--- src/rtl/coco_audio_mixer.sv ---
// Mixes the CoCo DAC, single-bit sound and cassette monitor into one level, low-pass
// filters it at clk rate, then decimates to SAMPLE_HZ through a DC blocker.
module coco_audio_mixer #(
  parameter int unsigned CLK_HZ    = 57272000,
  parameter int unsigned SAMPLE_HZ = 48000,
  parameter int unsigned LP_SHIFT  = 10,
  parameter int unsigned DC_SHIFT  = 12
) (
  input  logic        clk,
  input  logic        reset,
  input  logic [5:0]  sound,
  input  logic        sndout,
  input  logic        casdout,
  input  logic        cas_mon,
  input  logic        mute,
  output logic [15:0] audio_out,
  output logic        sample_valid
);

  localparam int unsigned LpW = 16 + LP_SHIFT;
  localparam int unsigned DcW = 16 + DC_SHIFT;
  localparam int unsigned PhW = $clog2(CLK_HZ + SAMPLE_HZ + 1);

  logic [15:0]      x_q, x_d;
  logic [LpW-1:0]   lp_acc_q, lp_acc_d;
  logic [DcW-1:0]   dc_acc_q, dc_acc_d;
  logic [PhW-1:0]   ph_q, ph_d;
  logic [15:0]      audio_q, audio_d;
  logic             valid_q, valid_d;

  logic [15:0]        y;
  logic [15:0]        dc;
  logic [PhW-1:0]     ph_sum;
  logic               strobe;
  logic signed [16:0] diff;
  logic [15:0]        sat;

  // Both IIRs settle exactly on the input level because the leak term is the
  // truncated filter output itself; ph never exceeds CLK_HZ+SAMPLE_HZ, so no drift.
  always_comb begin
    x_d = {1'b0, sound, 9'b0}
        + (sndout ? 16'd8192 : 16'd0)
        + ((casdout & cas_mon) ? 16'd4096 : 16'd0);

    y  = lp_acc_q[LpW-1:LP_SHIFT];
    dc = dc_acc_q[DcW-1:DC_SHIFT];

    lp_acc_d = lp_acc_q + LpW'(x_q) - LpW'(y);

    ph_sum = ph_q + PhW'(SAMPLE_HZ);
    strobe = (ph_sum >= PhW'(CLK_HZ));
    ph_d   = strobe ? (ph_sum - PhW'(CLK_HZ)) : ph_sum;

    dc_acc_d = strobe ? (dc_acc_q + DcW'(y) - DcW'(dc)) : dc_acc_q;

    diff = $signed({1'b0, y}) - $signed({1'b0, dc});
    if (diff[16] != diff[15]) begin
      sat = diff[16] ? 16'h8000 : 16'h7fff;
    end else begin
      sat = diff[15:0];
    end

    audio_d = audio_q;
    if (strobe) begin
      audio_d = mute ? 16'd0 : sat;
    end
    valid_d = strobe;
  end

  always_ff @(posedge clk) begin
    if (reset) begin
      x_q      <= '0;
      lp_acc_q <= '0;
      dc_acc_q <= '0;
      ph_q     <= '0;
      audio_q  <= '0;
      valid_q  <= 1'b0;
    end else begin
      x_q      <= x_d;
      lp_acc_q <= lp_acc_d;
      dc_acc_q <= dc_acc_d;
      ph_q     <= ph_d;
      audio_q  <= audio_d;
      valid_q  <= valid_d;
    end
  end

  assign audio_out    = audio_q;
  assign sample_valid = valid_q;

endmodule

--- config.mk ---
export PLATFORM = sky130hd
export DESIGN_NAME = coco_audio_mixer
export DESIGN_NICKNAME = d
export VERILOG_FILES = /design/src/rtl/coco_audio_mixer.sv
export SDC_FILE = /design/constraint.sdc
export NUM_CORES = 1
export LEC_CHECK = 0
export ABC_CLOCK_PERIOD_IN_PS = 10300
export CORE_AREA = 2 2 150 152
export CTS_BUF_LIST = sky130_fd_sc_hd__clkbuf_4 sky130_fd_sc_hd__clkbuf_8
export CTS_CLUSTER_DIAMETER = 50
export CTS_CLUSTER_SIZE = 20
export DETAILED_ROUTE_END_ITERATION = 10
export DIE_AREA = 0 0 152 154
export GPL_ROUTABILITY_DRIVEN = 0
export PLACE_DENSITY = 0.54
export SLEW_MARGIN = 25
export SYNTH_ARGS = -nofsm -noshare
export SYNTH_HDL_FRONTEND = slang
export SYNTH_SLANG_ARGS = --single-unit
--- constraint.sdc ---
create_clock -name clk -period 10.3 [get_ports clk]
set_input_delay 2.06 -clock clk [delete_from_list [all_inputs] [get_ports clk]]
set_output_delay 2.06 -clock clk [all_outputs]
set_load 0.01 [all_outputs]
Yosys cells after proc, flatten, opt, wreduce, memory -nomap -nowiden --
Index checks and enable logic that the tools add are counted.
Word-level totals: flip-flop bits (word level) 113, output and inout bits 17
Operators by class: $add $sub $neg 9, $lt $le $gt $ge 1, eq/ne operators 1, muxes and demuxes 6, bitwise operators 1
Operators with widths (count):
- $mux 16 | 3
- $add 28x16->28 | 1
- $sub 28x16->28 | 1
- $add 26x16->26 | 1
- $add 26x16->26 const B | 1
- $ge 26x26->1 const B | 1
- $mux 26 | 1
- $sub 26x16->26 | 1
- $sub 26x26->26 const B | 1
- $sub 16x16->17 | 1
- $add 15x14->16 | 1
- $add 16x13->16 | 1
- $mux 14 | 1
- $mux 13 | 1
- $and 1x1->1 | 1
- $ne 1x1->1 | 1

Depth between registers and ports, before layout --
word-level depth 4, depth in mapped cells 15, depth with buffers taken out 15

Worst setup path after synthesis --
No wires, ideal clock.
path type flip-flop to flip-flop, start point register lp_acc_q[22], end point register dc_acc_q[27], setup time 0.115 ns, data arrival time 3.570 ns, data required time 10.185 ns, setup slack 6.615 ns, stages on the path, launching flop included 14, buffers on the path 1, period minus slack after synthesis 3.685 ns, cells stage by stage dfxtp_1 > inv_1 > fa_1 > inv_1 > ha_1 > clkbuf_1 > a21o_1 > a2111oi_0 > a221oi_1 > or3_1 > o31ai_1 > mux2i_1 > o31a_1 > o21a_1
On the way: cells in the longest elaborated chain, start to end 2
Ends and longest elaborated chain:
- start: declaration | line 25 | logic [LpW-1:0] lp_acc_q, lp_acc_d;
- start signal: assignment | line 80 | lp_acc_q <= lp_acc_d;
- $add 28x16->28 | line 54 | dc_acc_d = strobe ? (dc_acc_q + DcW'(y) - DcW'(dc)) : dc_acc_q;
- $sub 28x16->28 | line 54
- end signal: assignment | line 74 | dc_acc_q <= '0;
- end signal: assignment | line 81 | dc_acc_q <= dc_acc_d;
- end: declaration | line 26 | logic [DcW-1:0] dc_acc_q, dc_acc_d;
Every way passes these cells. A chain may end at the register's enable or synchronous reset.

Final worst setup path --
start point register ph_q[15], end point register dc_acc_q[20]
On the way: cells in the longest elaborated chain, start to end 2
Ends and longest elaborated chain:
- start: declaration | line 27 | logic [PhW-1:0] ph_q, ph_d;
- start signal: assignment | line 82 | ph_q <= ph_d;
- $add 26x16->26 | line 50 | ph_sum = ph_q + PhW'(SAMPLE_HZ);
- $ge 26x26->1 | line 51 | strobe = (ph_sum >= PhW'(CLK_HZ));
Every way passes these cells.

==> summary.md <==
| Metric | Value |
|---|---|
| Vias post-DR | between 6000 and 7000 |
| # setup viols final | 0 |
| Hold path depth | 2 |
| Hold buffer count at cts | 0 |
| CTS Sinks | 98 |
| ANT nets after route | 0 |
| Post-synthesis adder-cell area fraction | 19.07% |
| Multi-input logic area | 5517 um^2 |
| Overall die height | 154 um |
| Slew @ Worst Pin | 939.5 ps |
| Total Power | approximately 2.7 mW |
| Crit path kind | reg2reg |
| Storage cell area | ~2000 um^2 |
| Slew Limit Fails | 0 |
| Post-Syn Area | 8108 um^2 |
| GRT Util Overall | 17.91% |
| Crit path time final | 4255 ps |
| Vias/cell | 5.294 |
| Req. time, crit path | 10550 ps |
| Post-route DRC | 0 |
| IO Port Bufs | 28 |
| Cell Area, Placed | ~8600 um^2 |
| Initial Util | between 30% and 40% |
| Mux cell area share after synthesis | less than 1% |
| I/O pins | 29 |
| Largest family of logic cells by synthesized area | compound AO/OA/AOI/OAI gates |
| Hold Vio Cnt, Final | 0 |
| Peak VDD IR | 0.1037 mV |
| HP Class | reg2reg |
| Max Cap Violations | 0 |
| Post-layout nets | 1153 |
| EDFF count, synth | 0 |
| Initial drt markers | ~400 |
| H-tree depth | 3 |
| Syn-to-layout area delta | 8.534% |
| Synth async-reset ratio | 0% |
| Worst EP arrival | 4500 ps |
| First-pass GRT wire length | 33890 um |
| Register area share after synthesis | 24.20% |
| Simple-Gate Fraction of Synth Area | between 10% and 20% |
| Fillers | roughly 2200 |
| Place WS | 6076 ps |
| CTS tree | done |
| Avg Cell Area, Syn | 7.902 um^2 |
| Clk root buf | clkbuf_8 |
| Layout cells sized above 1 | 4.050% |
| Overflow after GRT | 0 |
| Seq cells post-synth | roughly 100 |
| Worst setup margin | 6045 ps |
| Row count | 54 |
| Clock Latency Late Sink | roughly 400 ps |
| Routed Wire Length | 20740 um |
| Yosys warning count | 0 |
| LEAKAGE | around 3.7 nW |
| Critical path peak fanout | 37 |
| Tightest hold margin | 456.9 ps |
| Outcome | completed |
| Die area | 23410 um^2 |
| Cell count after synthesis | roughly 1000 |
| Total CTS buffers | 9 |
| Slew HR | 37.37% |
| RSZ-0062 raised after global routing | no |
| Fin Setup TNS | 0 ps |
| Pwr per Cell Area | 305.1 nW/um^2 |
| Achievable Freq | 0.2350 GHz |
| Main synth FF type | dfxtp_1 |
| Final HPWL from detailed placement | roughly 16000 um |
| Post-CTS Setup Bufs | 0 |
| # resized after CTS | 0 |
| R2r worst-path depth | 10 |
| Synth Net Count | between 1000 and 1500 |
| Final Cycle Share | 41.31% |
| Placed instance count | ~1300 |
| Initial antenna violation count | 0 |
| Clock tree buffer depth | 2 |
| Skew final | 15.16 ps |
| Post-synthesis xor/xnor area fraction | 7.130% |
| Crit path capture type | register |
| Final core occ | between 40% and 50% |
| Fin area | 8800 um^2 |
| Number of global-route vias before repair | 6502 |
| Non-filler cells, final | 1317 |
| Clk slew on worst S/H paths | about 100 ps |
| CP startpoint kind | register |
| Drt pass-1 iters | 5 |
| Antenna cells | 0 |
| WL/cell | 15.75 um |
| Compound-Gate Fraction of Synth Area | 21.59% |
| Core area | 21690 um^2 |
| Largest net degree at the start of global routing | 49 |
| Yosys cell types | 67 |
| Die Wd | between 150 and 200 um |
## flip-flops by register name (all words and copies together) (netlist names)
name,count
x_q,7
audio_out,16
lp_acc_q,26
ph_q,20
dc_acc_q,28
sample_valid,1
## synthesized netlist by cell type (4+ instances only)
master	instances	area [um^2]
nor2b_1	19	118.9
nand2_1	81	304.0
mux2_2	4	45.04
a21oi_1	73	365.4
ha_1	82	1026
a21o_1	29	217.7
and3_1	4	25.02
and4_1	4	35.03
xnor2_1	46	402.9
o21bai_1	5	37.54
clkbuf_1	26	97.59
o2bb2ai_1	15	131.4
o21a_1	15	112.6
nand4_1	10	62.56
inv_1	132	495.5
nand2b_1	11	68.82
nor2_1	87	326.6
o32a_1	4	40.04
fa_1	26	520.5
xor2_1	20	175.2
nand3b_1	6	45.04
a31oi_1	13	81.33
a211oi_1	17	127.6
a2111oi_0	4	35.03
o31ai_1	4	30.03
dfxtp_1	98	1962
a221oi_1	4	35.03
or4_1	6	45.04
and2_1	6	37.54
or2_2	8	50.05
buf_2	6	30.03
o31a_1	5	43.79
o21ai_0	44	220.2
nor3_1	25	125.1
or3_1	12	75.07
nor3b_1	5	37.54
nor4_1	11	68.82
nand3_1	15	75.07
## routing by layer
layer / track usage [%] / vias to the layer above / wire length [um]
met5: 0 / - / 0
met4: 4.895 / 0 / 241
met3: 1.973 / 16 / 706
met2: 28.16 / 120 / 9077
met1: 26.01 / 3270 / 10710
li1: - / 3566 / -
## final timing paths
path | slack [ps] | to | from
max | 6040 | dc_acc_q[20] | ph_q[15]
min | 460 | dc_acc_q[8] | dc_acc_q[8]
max reg2reg | 6040 | dc_acc_q[20] | ph_q[15]
min reg2reg | 460 | dc_acc_q[8] | dc_acc_q[8]
## final cells by class
class                   instances  share of cell area (%)
multi-input cells             760                   62.69
repair buffers                 32                   3.498
well taps                     280                   3.981
clock inverters                 6                  0.4977
inverters                     132                   5.631
clock buffers                   9                   1.408
flip-flops and latches         98                   22.29
## cells by family after synthesis
kind of cell               after synthesis
and+or+nand+nor                        317
AOI/OAI and AO/OA                      263
buffers and inverters                  168
adders and majority gates              108
DFF                                     98
xor gates and xnor gates                66
muxes                                    6
## where the power goes
part           internal, mW  total [mW]  switching (mW)
clock                0.0877       0.243           0.155
sequential            0.445       0.523          0.0783
combinational         0.835        1.92            1.08
total                  1.37        2.68            1.32
## cell usage in the layout (no fill, tap or decap), types with 11 or more instances in the layout
master           Yosys  layout
a211oi_1            17      17
a21o_1              29      29
a21oi_1             73      73
a31oi_1             13      13
clkdlybuf4s50_1      0      27
dfxtp_1             98      98
fa_1                26      26
ha_1                82      82
inv_1              132     132
nand2_1             81      81
nand2b_1            11      11
nand3_1             15      15
nor2_1              87      86
nor2b_1             19      19
nor3_1              25      25
o21a_1              15      15
o21ai_0             44      44
o2bb2ai_1           15      15
or3_1               12      12
xnor2_1             46      45
xor2_1              20      20
## critical path, stage by stage (launching register included)
cell	delay, ps
dfxtp_1	460
or4_1	570
a21oi_1	580
nor3_1	180
nor3_1	390
a32oi_2	230
a21oi_2	770
or2_1	240
buf_4	390
or4_1	180
o311ai_0	100
No activity file was read; power rests on OpenSTA's default activity.
